## src/rtl/mem_port_arbiter.sv

```systemverilog
// Two-port arbiter for the single external memory port: core (port 0) has priority,
// loader (port 1) is protected from starvation; each access is a registered, timed-out transaction.
module mem_port_arbiter #(
  parameter int TIMEOUT      = 15,
  parameter int STARVE_LIMIT = 4
) (
  input  logic        clk,
  input  logic        reset,
  input  logic        req0,
  input  logic        we0,
  input  logic [3:0]  size0,
  input  logic [31:0] addr0,
  input  logic [31:0] wdata0,
  input  logic        req1,
  input  logic        we1,
  input  logic [3:0]  size1,
  input  logic [31:0] addr1,
  input  logic [31:0] wdata1,
  output logic        ack0,
  output logic        ack1,
  output logic        err0,
  output logic        err1,
  output logic [31:0] rdata,
  output logic [31:0] mem_addr,
  output logic [31:0] mem_wdata,
  output logic [3:0]  mem_size,
  output logic        mem_read,
  output logic        mem_write,
  input  logic        mem_ready,
  input  logic [31:0] mem_rdata,
  output logic [1:0]  o_dbg_state
);

  typedef enum logic [1:0] {
    S_IDLE = 2'd0,
    S_BUSY = 2'd1,
    S_DONE = 2'd2
  } state_t;

  localparam logic [7:0] LP_TMAX = 8'(TIMEOUT - 1);
  localparam logic [7:0] LP_SLIM = 8'(STARVE_LIMIT);

  state_t      r_state;
  logic        r_owner;
  logic        r_we;
  logic [7:0]  r_tcnt;
  logic [7:0]  r_starve;

  logic        w_any_req;
  logic        w_pick1;
  logic        w_we;
  logic [3:0]  w_size;
  logic [31:0] w_addr;
  logic [31:0] w_wdata;

  // Port 1 wins only when alone or once the core has used up its consecutive-grant allowance.
  assign w_any_req   = req0 | req1;
  assign w_pick1     = req1 && (!req0 || (r_starve == LP_SLIM));
  assign w_we        = w_pick1 ? we1    : we0;
  assign w_size      = w_pick1 ? size1  : size0;
  assign w_addr      = w_pick1 ? addr1  : addr0;
  assign w_wdata     = w_pick1 ? wdata1 : wdata0;
  assign o_dbg_state = r_state;

  always_ff @(posedge clk) begin
    if (reset) begin
      r_state   <= S_IDLE;
      r_owner   <= 1'b0;
      r_we      <= 1'b0;
      r_tcnt    <= 8'd0;
      r_starve  <= 8'd0;
      ack0      <= 1'b0;
      ack1      <= 1'b0;
      err0      <= 1'b0;
      err1      <= 1'b0;
      rdata     <= 32'd0;
      mem_addr  <= 32'd0;
      mem_wdata <= 32'd0;
      mem_size  <= 4'd0;
      mem_read  <= 1'b0;
      mem_write <= 1'b0;
    end else begin
      ack0 <= 1'b0;
      ack1 <= 1'b0;
      err0 <= 1'b0;
      err1 <= 1'b0;
      case (r_state)
        S_IDLE: begin
          if (w_any_req) begin
            r_owner   <= w_pick1;
            r_we      <= w_we;
            mem_addr  <= w_addr;
            mem_wdata <= w_wdata;
            mem_size  <= w_size;
            mem_read  <= !w_we;
            mem_write <= w_we;
            r_tcnt    <= 8'd0;
            if (!w_pick1 && req1) begin
              if (r_starve != LP_SLIM) r_starve <= r_starve + 8'd1;
            end else begin
              r_starve <= 8'd0;
            end
            r_state <= S_BUSY;
          end
        end
        S_BUSY: begin
          // Ready is checked before the timeout so a late completion still succeeds.
          if (mem_ready) begin
            if (!r_we) rdata <= mem_rdata;
            ack0      <= !r_owner;
            ack1      <= r_owner;
            mem_read  <= 1'b0;
            mem_write <= 1'b0;
            r_state   <= S_DONE;
          end else if (r_tcnt == LP_TMAX) begin
            err0      <= !r_owner;
            err1      <= r_owner;
            mem_read  <= 1'b0;
            mem_write <= 1'b0;
            r_state   <= S_DONE;
          end else begin
            r_tcnt <= r_tcnt + 8'd1;
          end
        end
        S_DONE: begin
          r_state <= S_IDLE;
        end
        default: begin
          r_state <= S_IDLE;
        end
      endcase
    end
  end

endmodule

```

## config.mk

```make
export PLATFORM = sky130hd
export DESIGN_NAME = mem_port_arbiter
export DESIGN_NICKNAME = d
export VERILOG_FILES = /design/src/rtl/mem_port_arbiter.sv
export SDC_FILE = /design/constraint.sdc
export NUM_CORES = 1
export LEC_CHECK = 0
export BUFFER_PORTS_ARGS = -buffer_cell sky130_fd_sc_hd__buf_2
export CAP_MARGIN = 15
export CELL_PAD_IN_SITES_DETAIL_PLACEMENT = 1
export CELL_PAD_IN_SITES_GLOBAL_PLACEMENT = 2
export CORE_MARGIN = 2
export CORE_UTILIZATION = 26
export CTS_BUF_LIST = sky130_fd_sc_hd__clkbuf_16
export CTS_CLUSTER_DIAMETER = 60
export DETAILED_ROUTE_END_ITERATION = 10
export PLACE_DENSITY_LB_ADDON = 0.1
export SLEW_MARGIN = 20
export SYNTH_ARGS = -nofsm -noshare
export SYNTH_HDL_FRONTEND = slang
export SYNTH_SLANG_ARGS = --single-unit
export TNS_END_PERCENT = 20
```

## constraint.sdc

```tcl
create_clock -name clk -period 3.8 [get_ports clk]
set_input_delay 0.57 -clock clk [delete_from_list [all_inputs] [get_ports clk]]
set_output_delay 0.57 -clock clk [all_outputs]
set_load 0.01 [all_outputs]
```

## Yosys cells after proc, flatten, opt, wreduce, memory -nomap -nowiden

Index checks and enable logic that the tools add are counted.

- Add/subtract/negate cells: 2
- Equality and inequality tests: 9
- Muxes and demuxes: 20
- Bitwise logic cells: 5
- Reduce and logical (&&, ||, !) cells: 17

Operators with widths:

| cell | number |
|---|---|
| $mux W32 | 2 |
| $mux W8 | 5 |
| $add A8 B1 Y8 const B | 2 |
| $pmux W8 S2 | 1 |
| $reduce_and A3 Y1 | 3 |
| $eq A8 B3 Y1 const B | 1 |
| $eq A8 B4 Y1 const B | 1 |
| $ne A8 B3 Y1 const B | 1 |
| $mux W2 | 3 |
| $ne A2 B2 Y1 const B | 3 |
| $mux W1 | 5 |
| $logic_not A1 Y1 | 4 |
| $mux W4 | 1 |
| $not A1 Y1 | 4 |
| $pmux W1 S2 | 2 |
| $pmux W2 S2 | 1 |
| $reduce_and A2 Y1 | 2 |
| $reduce_and A4 Y1 | 1 |
| $reduce_or A4 Y1 | 1 |
| $ne A3 B3 Y1 const B | 1 |
| $reduce_or A3 Y1 | 1 |
| $eq A2 B1 Y1 const B | 1 |
| $logic_and A1 B1 Y1 | 2 |
| $logic_not A2 Y1 | 1 |
| other kinds (4) | 4 |

- Bits in registers: 126
- Input port bits: 175
- Output and inout port bits: 108
- Logic and storage cells: 68

## Depth between registers and ports, before layout

Gate-level depths: netlist of run 1.

- Depth in word-level cells: 7
- Gate-level depth with buffers: 8

## Least setup slack after synthesis of run 1

No wires, ideal clock.

- Path kind: in2reg
- Start: input port req0
- End: register r_tcnt[2]
- Setup time: 72 ps
- Data arrival time: 1652 ps
- Data required time: 3728 ps
- Slack: 2077 ps
- Stages: 7
- Path buffers: 3
- Cells stage by stage: or2_1 > buf_2 > and2_1 > buf_6 > buf_6 > o21ai_1 > mux2i_1

- Word-level cells in the longest chain between the ends: 3

RTL lines:

| what | RTL line | text |
|---|---|---|
| start, declared | 9 | `input logic req0,` |
| $or A1 B1 Y1 | 57 | `assign w_any_req = req0 \| req1;` |
| $ne A2 B2 Y1 (no source line) | - |  |
| $reduce_and A4 Y1 (no source line) | - |  |
| end signal, assigned | 122 | `r_tcnt <= r_tcnt + 8'd1;` |
| end, declared | 46 | `logic [7:0] r_tcnt;` |

Every way passes these cells.
A chain may end at the register's enable or synchronous reset.

## Worst setup path after layout of run 1

- Start: register r_starve[0]
- End: register mem_addr[26]

- Word-level cells in the longest chain between the ends: 4

RTL lines:

| what | RTL line | text |
|---|---|---|
| start, declared | 47 | `logic [7:0] r_starve;` |
| start signal, assigned | 99 | `if (r_starve != LP_SLIM) r_starve <= r_starve + 8'd1;` |
| $eq A8 B3 Y1 | 58 | `assign w_pick1 = req1 && (!req0 \|\| (r_starve == LP_SLIM));` |
| $logic_or A1 B1 Y1 | 58 |  |
| $logic_and A1 B1 Y1 | 58 |  |
| $mux W32 | 61 | `assign w_addr = w_pick1 ? addr1 : addr0;` |
| end signal, assigned | 92 | `mem_addr <= w_addr;` |
| end, declared | 24 | `output logic [31:0] mem_addr,` |

Every way passes these cells.

==> summary.md, run 1 <==
| Metric | Value |
|---|---|
| Max transition margin | 0.413 |
| Vias in the first global route | around 6600 |
| Layout Nets | 1113 |
| Clock root buffer master | clkbuf_16 |
| RSZ-0062 raised after global routing | no |
| Crit path required time | 4.15 ns |
| Synthesized area | 5550 sq um |
| Endpoints failing setup | 0 |
| Sink Count | 126 |
| CTS H-Tree Depth | 4 |
| Setup Fix Bufs, Post-CTS | 0 |
| Non-filler instance count after layout | 1226 |
| TritonCTS Buffers | 17 |
| Clock Path Buffers | 2 |
| Worst Tran Pin Value | 0.881 ns |
| Status | completed |
| Critical path, cell by cell | inv_1, ha_1, nor4b_4, a21o_2, buf_12, nand3_1, a31oi_1 |
| Hold buffers post-CTS | 0 |
| Max-cap violations | 0 |
| Max incr delay on CP | 0.66 ns |
| Pwr/cell area | around 480 nW/um^2 |
| Fin crit share | 0.616 |
| Top_reg_cell synth | dfxtp_1 |
| Final Util | 0.365 |
| Yosys cell types | 42 |
| # port buffers | 282 |
| Crit Path Class | reg2reg |
| Final ANT Viol Nets | 0 |
| Worst setup margin | 1.46 ns |
| Boundary Pins | 283 |
| CTS tree | yes |
| # resized after CTS | 0 |
| Kind of cell adding the most delay to the critical path | compound AO/OA/AOI/OAI gates |
| Number of synthesized register bits | around 130 |
| Site Rows | 53 |
| Drt drc | 0 |
| Synth top area cells | dfxtp_1 (45%), o21ai_0 (9.9%), a31oi_1 (7.8%), nand3_1 (7.0%), nand2_1 (5.2%) |
| Clk Latency, worst-skew pair | 0.42 ns |
| Critical path arrival | ~2.7 ns |
| CP bufs+invs | 2 |
| Max IR drop VDD | 0.000259 V |
| GP Congestion | roughly 0.75 |
| Clk pin slew, worst setup/hold paths | 0.06 ns |
| Async set-reset flop share out of synthesis | 0 |
| CP Capture Type | flop |
| Crit path depth | 7 |
| DR iter-0 viols | 255 |
| Via density | 4.99 |
| R2R depth | 7 |
| Hold path depth | 3 |
| Clk_skew | a little under 0.01 ns |
| Sequential fraction of the synthesis area | 0.455 |
| Area Overhead vs Synth | 38.0% |
| Worst hold path class | in2reg |
| Core area | 21000 sq um |
| Gate Count Post-Synth | 690 |
| Share of cells above drive strength 1 | 0.351 |
| Max Freq | 427 MHz |
| Synth top area share | 0.455 |
| Synthesized area per cell | 8.04 sq um |
| Hpwl dp | about 15000 um |
| Max-slew violations | 0 |
| Leakage Power | 3.29 nW |
| Die Wd | between 150 and 200 um |
| Initial antenna violation count | 7 |
| Initial Utilization | 0.265 |
| Slowest-stage cell, CP | a21o_2 |
| Pin count of the biggest net entering global routing | 83 |
| Highest net fanout along the worst path | 43 |
| Total Wirelength | approximately 21000 um |
| Die area | between 20000 and 25000 sq um |
| Place WS | approximately 1.3 ns |
| DR vias | 6112 |
| GRT Residual Overflow | 0 |
| Placed Instances | 1190 |
| Syn. warnings | 0 |
| Post-Syn Nets | 869 |
| Setup TNS | 0 ns |
| Die height | 150 um |
| Final Hold Vio Count | 0 |
| Crit start category | flop |
| Total Power | 3.70 mW |
| Total GRT Usage | 0.189 |
| DRT Pass-1 Iters | 4 |
| First-pass GRT wire length | approximately 33000 um |
| Number of synthesized flops with an enable pin | 0 |
| Final Critical Period | 2.34 ns |
| WL/cell | about 17 um |
| Synth area leader | dfxtp_1 |
==> sequential cells by signal, indices dropped and copies added, names as in the netlist <==
register     count
mem_addr        32
mem_wdata       32
rdata           32
r_starve         8
r_tcnt           8
mem_size         4
o_dbg_state      2
ack0             1
ack1             1
err0             1
err1             1
mem_read         1
mem_write        1
r_owner          1
r_we             1
==> per-layer routing <==
layer | GRT usage | wire (um) | share of wire
met5 | 0 | 13 | 0.00061
met1 | 0.208 | 8890 | 0.41
met4 | 0.0821 | 537 | 0.025
met2 | 0.329 | 10200 | 0.48
met3 | 0.0668 | 1770 | 0.083
==> stage by stage <==
step / cell area, sq um / hold WS [ns]
2_1_floorplan: 5550 / 0.427
5_1_grt: 7650 / 0.382
3_3_place_gp: 7060 / 0.438
3_5_place_dp: 7060 / 0.447
6_report: 7650 / 0.396
4_1_cts: 7640 / 0.379
==> area by class of cell <==
type | instances | area, sq um
Antenna cell | 4 | 10.0
Clock buffer | 17 | 425
Clock inverter | 15 | 155
Fill cell | 2641 | 13300
Inverter | 8 | 30.0
Multi-Input combinational cell | 489 | 2650
Sequential cell | 126 | 2520
Tap cell | 275 | 344
Timing Repair Buffer | 292 | 1510
==> placed cells by master (no fill, tap or decap), drive strengths merged, types with 4 or more instances in the layout <==
cell and instances:
and2 4, dfxtp 126, nand2 77, o21ai 143, inv 10, a31oi 69
buf 292, diode 4, clkinv 6, nor3 5, clkinvlp 4, nor2 13
a21oi 45, mux2i 4, ha 4, clkbuf 17, nand4 5, nand2b 7
nand3 78, xor2 4
==> synth_stat cells, types with 5 or more instances <==
cell type and instances:
nor2_1 13, nand3_1 78, inv_1 6, nand2_1 77
clkbuf_1 32, a21oi_1 43, nand2b_1 7, nand4_1 5
buf_6 10, nor3_1 5, buf_2 23, o21ai_1 33
a31oi_1 69, dfxtp_1 126, o21ai_0 110
==> tightest hold or removal path, stage by stage <==
cell and delay, ns:
buf_2 0.09, nand2_1 0.05, a21oi_1 0.05
==> kinds of logic after synthesis <==
| kind of cell | share of synthesized area |
|---|---|
| buffers and inverters | 0.0695 |
| DFF | 0.455 |
| xor gates and xnor gates | 0.00790 |
| AOI/OAI and AO/OA | 0.275 |
| adders and majority gates | 0.00903 |
| muxes | 0.00722 |
| and+or+nand+nor | 0.177 |
==> path summary, 6_finish.rpt <==
kind | from | endpoint | slack, ns
setup / recovery | r_starve[0] | mem_addr[26] | 1.46
hold / removal | mem_rdata[3] | rdata[3] | 0.40
setup reg to reg | r_starve[0] | mem_addr[26] | 1.46
hold reg to reg | rdata[16] | rdata[16] | 0.45
==> power breakdown <==
part | leakage (nW) | switching, mW | internal (mW)
Sequential | 1.04 | 0.0585 | 1.43
Combinational | 1.97 | 0.366 | 0.236
Clock | 0.282 | 0.599 | 1.01
Total | 3.29 | 1.02 | 2.68
Note: power is estimated with default switching activity, not from simulation.
==> inputs of run 2 (changes only) <==
--- a/config.mk
+++ b/config.mk
@@ -10,7 +10,7 @@
 export CELL_PAD_IN_SITES_DETAIL_PLACEMENT = 1
 export CELL_PAD_IN_SITES_GLOBAL_PLACEMENT = 2
 export CORE_MARGIN = 2
-export CORE_UTILIZATION = 26
+export CORE_UTILIZATION = 22
 export CTS_BUF_LIST = sky130_fd_sc_hd__clkbuf_16
 export CTS_CLUSTER_DIAMETER = 60
 export DETAILED_ROUTE_END_ITERATION = 10
==> constraint.sdc (replaced) <==
create_clock -name clk -period 2.1 [get_ports clk]
set_input_delay 0.315 -clock clk [delete_from_list [all_inputs] [get_ports clk]]
set_output_delay 0.315 -clock clk [all_outputs]
set_load 0.01 [all_outputs]
==> summary.md, run 2 (same netlist as run 1, synthesis figures left out) <==
| Metric | Value |
|---|---|
| Status | completed |
| Max transition margin | 0.571 |
| Die area | 26500 sq um |
| Hold buffers post-CTS | 0 |
| DRT Pass-1 Iters | 4 |
| Crit Path Class | reg2reg |
| Fin crit share | 0.882 |
| Critical path arrival | roughly 2.1 ns |
| Initial Utilization | 0.222 |
| Area Overhead vs Synth | 44.1% |
| Max incr delay on CP | around 0.54 ns |
| Drt drc | 0 |
| Die Wd | 163 um |
| Sink Count | roughly 130 |
| Crit path required time | 2.37 ns |
| Hold_ws | 0.136 ns |
| Max Freq | 540 MHz |
| TritonCTS Buffers | 17 |
| Worst hold path class | in2reg |
| Clk_skew | 0.0123 ns |
| GRT Residual Overflow | 0 |
| Core area | 25000 sq um |
| DR vias | 6060 |
| RSZ-0062 raised after global routing | no |
| Share of cells above drive strength 1 | 0.369 |
| Max IR drop VDD | 0.000398 V |
| Slowest-stage cell, CP | o21ai_1 |
| WL/cell | 16.8 um |
| Commonest non-fill, non-tap cells in the layout | buf_2 (282), dfxtp_1 (126), o21ai_0 (110), nand3_1 (78), nand2_1 (77) |
| First-pass GRT wire length | roughly 35000 um |
| Worst setup margin | 0.247 ns |
| Max-cap violations | 0 |
| Storage element area | 2520 sq um |
| Setup Fix Bufs, Post-CTS | 0 |
| Total Power | about 7 mW |
| Commonest non-fill, non-tap cell in the layout | buf_2 |
| Layout Nets | 1138 |
| Setup TNS | 0 ns |
| # port buffers | 282 |
| Area of the multi-input gates | 2650 sq um |
| Final instance area | roughly 8000 sq um |
| Placed cell areas | between 7000 and 8000 sq um |
| GP Congestion | ~0.73 |
| Hpwl dp | 15400 um |
| Largest registers | mem_addr x32, mem_wdata x32, rdata x32 |
| Via density | 4.65 |
| Clk pin slew, worst setup/hold paths | 0.06 ns |
| Final Critical Period | roughly 1.9 ns |
| CTS H-Tree Depth | 4 |
| Leakage Power | 3.44 nW |
| Critical path, cell by cell | inv_1, ha_1, nor4b_4, a211oi_1, o21ai_1, nor2_1 |
| Vias in the first global route | 6291 |
| Total GRT Usage | 0.165 |
| # resized after CTS | 0 |
| Pin count of the biggest net entering global routing | 75 |
| Fillers | 3075 |
| Total Wirelength | 21900 um |
| DR iter-0 viols | 154 |
| Clock root buffer master | clkbuf_16 |
| CTS tree | yes |
| Clk Latency, worst-skew pair | 0.42 ns |
| Final Hold Vio Count | 0 |
| Highest net fanout along the worst path | 7 |
| Initial antenna violation count | 5 |
| Site Rows | 58 |
| Max-slew violations | 0 |
| Worst Tran Pin Value | 0.639 ns |
| Pwr/cell area | 861 nW/um^2 |
| Endpoints failing setup | 0 |
| Crit start category | flop |
| Clock Path Buffers | 2 |
| CP Capture Type | flop |
| Final ANT Viol Nets | 0 |
| Die height | 163 um |
| Boundary Pins | 283 |
| Place WS | between 0.2 and 0.3 ns |
-- run 2: critical path, delay by kind of cell, from the launching register on --
family          cells  cell delay [ns]
compound gates      2             0.70
flops               1             0.35
buf+inv             1             0.07
simple gates        2             0.46
fa+ha+maj           1             0.13
-- run 2: area by class of cell --
type,count,share of cell area
Antenna cell,2,0.000626
Clock buffer,17,0.0532
Clock inverter,14,0.0211
Inverter,8,0.00376
Multi-Input combinational cell,489,0.332
Sequential cell,126,0.316
Tap cell,330,0.0517
Timing Repair Buffer,317,0.222
-- run 2: power breakdown --
part | internal (mW) | leakage (nW) | switching (mW)
Combinational | 0.481 | 2.12 | 0.679
Sequential | 2.58 | 1.04 | 0.0934
Clock | 1.86 | 0.279 | 1.18
Total | 4.92 | 3.44 | 1.95
-- run 2: stage by stage --
stage               instances  utilization
global placement         1270        0.296
finish                   1303        0.320
global route             1301        0.320
floorplan                 690            -
detailed placement       1270        0.296
CTS                      1301        0.320
-- run 2: final timing paths --
kind | from | to | slack [ns] | cells after the start
min reg2reg | rdata[9] | rdata[9] | 0.45 | 2
min | mem_rdata[7] | rdata[7] | 0.14 | 3
max reg2reg | r_starve[0] | r_starve[2] | 0.25 | 6
max | r_starve[0] | r_starve[2] | 0.25 | 6
-- run 2: per-layer routing --
layer / share of wire / track usage / up-vias
met1: 0.44 / 0.200 / 2808
met3: 0.090 / 0.0693 / 24
li1: - / - / 3040
met4: 0.011 / 0.0406 / 6
met2: 0.45 / 0.273 / 182
met5: 0.0017 / 0 / -
==> inputs of run 3 (changes only) <==
--- a/config.mk
+++ b/config.mk
@@ -7,14 +7,12 @@
 export LEC_CHECK = 0
 export BUFFER_PORTS_ARGS = -buffer_cell sky130_fd_sc_hd__buf_2
 export CAP_MARGIN = 15
-export CELL_PAD_IN_SITES_DETAIL_PLACEMENT = 1
-export CELL_PAD_IN_SITES_GLOBAL_PLACEMENT = 2
 export CORE_MARGIN = 2
-export CORE_UTILIZATION = 22
+export CORE_UTILIZATION = 49
 export CTS_BUF_LIST = sky130_fd_sc_hd__clkbuf_16
 export CTS_CLUSTER_DIAMETER = 60
 export DETAILED_ROUTE_END_ITERATION = 10
-export PLACE_DENSITY_LB_ADDON = 0.1
+export PLACE_DENSITY = 0.85
 export SLEW_MARGIN = 20
 export SYNTH_ARGS = -nofsm -noshare
 export SYNTH_HDL_FRONTEND = slang
==> constraint.sdc (replaced) <==
create_clock -name clk -period 2.31 [get_ports clk]
set_input_delay 0.3465 -clock clk [delete_from_list [all_inputs] [get_ports clk]]
set_output_delay 0.3465 -clock clk [all_outputs]
set_load 0.01 [all_outputs]
==> summary.md, run 3 (same netlist as run 1, synthesis figures left out) <==
| Metric | Value |
|---|---|
| Max Freq | 508 MHz |
| WL/cell | 15.3 um |
| Final Util | 0.691 |
| Worst hold path class | in2reg |
| Worst Tran Pin Value | between 1 and 1.5 ns |
| Pin count of the biggest net entering global routing | 64 |
| Setup TNS | 0 ns |
| Die Wd | about 110 um |
| Die area | 12200 sq um |
| Layout Nets | between 1000 and 1500 |
| Sink Count | 126 |
| R2R depth | 7 |
| Fillers | 936 |
| GRT Residual Overflow | 0 |
| Critical path arrival | 2.29 ns |
| DRT Pass-1 Iters | 5 |
| Hold wc startpoint | mem_rdata[4] |
| Max transition margin | 0.327 |
| Largest registers | mem_addr x32, mem_wdata x32, rdata x32 |
| CP Capture Type | flop |
| Slowest-stage cell, CP | dfxtp_1 |
| Max IR drop VDD | 0.000478 V |
| RSZ-0062 raised after global routing | no |
| Internal Pwr Total | 4.34 mW |
| Clk pin slew, worst setup/hold paths | 0.06 ns |
| Hpwl dp | 11700 um |
| CTS tree | yes |
| Initial Utilization | 0.507 |
| First-pass GRT wire length | 25400 um |
| Total GRT Usage | 0.266 |
| GP Congestion | 0.856 |
| Combinational Power Share | 0.164 |
| DR vias | just over 6000 |
| Final Hold Vio Count | 0 |
| Via density | 5.57 |
| Max incr delay on CP | between 0.3 and 0.4 ns |
| Final Critical Period | 1.97 ns |
| FF-to-FF Start | r_starve[0] |
| Drt drc | 0 |
| Endpoints failing setup | 0 |
| Highest net fanout along the worst path | 63 |
| Hold endpoint | rdata[4] |
| Max-slew violations | 0 |
| Worst R2R Setup Slack | 0.34 ns |
| Pwr/cell area | 792 nW/um^2 |
| Clk Latency, worst-skew pair | roughly 0.41 ns |
| Clock root buffer master | clkbuf_16 |
| Max-cap violations | 0 |
| Storage element area | 2520 sq um |
| DR iter-0 viols | between 500 and 600 |
| # port buffers | 282 |
| Crit Path Class | reg2reg |
| Setup Fix Bufs, Post-CTS | 0 |
| Clk_skew | 0.00984 ns |
| Area of the multi-input gates | roughly 2700 sq um |
| CP bufs+invs | 2 |
| Status | completed |
| Crit path required time | 2.63 ns |
| Reg2reg end | mem_wdata[10] |
| Total Wirelength | 16800 um |
| Commonest non-fill, non-tap cells in the layout | buf_2 (282), dfxtp_1 (126), o21ai_0 (110), nand3_1 (78), nand2_1 (77) |
| Psw | between 1.5 and 2 mW |
| Total Power | roughly 6 mW |
| CTS H-Tree Depth | 4 |
| Kind of cell adding the most delay to the critical path | compound AO/OA/AOI/OAI gates |
| Area Overhead vs Synth | 36.3% |
| Site Rows | 38 |
| TritonCTS Buffers | 17 |
| Critical path, cell by cell | inv_1, ha_1, nor4b_4, a21o_2, buf_12, nand3_1, a31oi_1 |
| Final ANT Viol Nets | 0 |
| Share of cells above drive strength 1 | 0.355 |
| Hold buffers post-CTS | 0 |
| Initial antenna violation count | 2 |
| Leakage Power | between 3 and 4 nW |
| Sequential fraction of design power | 0.408 |
| Fin crit share | 0.853 |
| Die height | roughly 110 um |
| Hold path depth | 3 |
| Clock power share | 0.428 |
| Clock Path Buffers | 2 |
| Net switching fraction of the power | 0.275 |
| Vias in the first global route | 5409 |
| Commonest non-fill, non-tap cell in the layout | buf_2 |
| Core area | between 10000 and 15000 sq um |
| # resized after CTS | 0 |
| Crit start category | flop |
| Boundary Pins | ~280 |
run 3: cell types whose count changed in the layout (fill, tap and decap cells not counted):
| cell | previous run | this run |
|---|---|---|
| clkinvlp_4 | 4 | 1 |
| bufinv_16 | 3 | 2 |
| clkinv_4 | 3 | 7 |
| buf_12 | 8 | 5 |
| diode_2 | 2 | 3 |
| inv_2 | 2 | 1 |
| buf_4 | 27 | 11 |
| clkinv_2 | 2 | 3 |
| inv_1 | 6 | 8 |
| inv_6 | 1 | 0 |
run 3: area by class of cell:
cell class / instances / area share
multi-input combinational: 489 / 0.351
sequential: 126 / 0.334
timing repair buffer: 298 / 0.211
clock buffer: 17 / 0.0563
tap: 140 / 0.0232
clock inverter: 15 / 0.0200
inverter: 8 / 0.00397
antenna: 3 / 0.000993
run 3: worst max path at each step:
stage	endpoint	from	slack, ns	cells after the start
after floorplan	r_tcnt[4]	r_tcnt[0]	0.69	6
after global placement	mem_wdata[6]	r_starve[0]	0.45	7
after detailed placement	mem_wdata[2]	r_starve[0]	0.34	7
after CTS	mem_wdata[2]	r_starve[0]	0.34	7
after global routing	mem_wdata[16]	r_starve[0]	0.15	7
final	mem_wdata[10]	r_starve[0]	0.34	7
run 3: metal layers:
| layer | part of all wire | vias up | track usage | routed length, um |
|---|---|---|---|---|
| li1 | - | 3009 | - | - |
| met1 | 0.41 | 2781 | 0.322 | 6890 |
| met2 | 0.48 | 274 | 0.439 | 8020 |
| met3 | 0.077 | 43 | 0.0664 | 1290 |
| met4 | 0.034 | 0 | 0.131 | 575 |
| met5 | 0 | - | 0 | 0 |
run 3: worst min-delay path, stage by stage:
cell,delay (ns)
buf_2,0.09
nand2_1,0.04
a21oi_1,0.05
run 3: metrics by stage:
stage,hold WS [ns],area [sq um],setup WS (ns),instances
6_report,0.176,7560,0.340,1096
5_1_grt,0.184,7550,0.148,1095
4_1_cts,0.165,7550,0.344,1093
3_5_place_dp,0.444,6970,0.336,1061
3_3_place_gp,0.440,6970,0.453,1061
2_1_floorplan,0.427,5550,0.688,690
run 3: power by group through the flow:
stage          sequential [mW]  clock (mW)  combinational (mW)
6_report                  2.44        2.56               0.981
5_1_grt                   2.46        2.69                1.09
4_1_cts                   2.44        2.61               0.980
3_5_place_dp              2.48           0               0.978
3_3_place_gp              2.48           0               0.965
2_1_floorplan             2.56           0               0.472
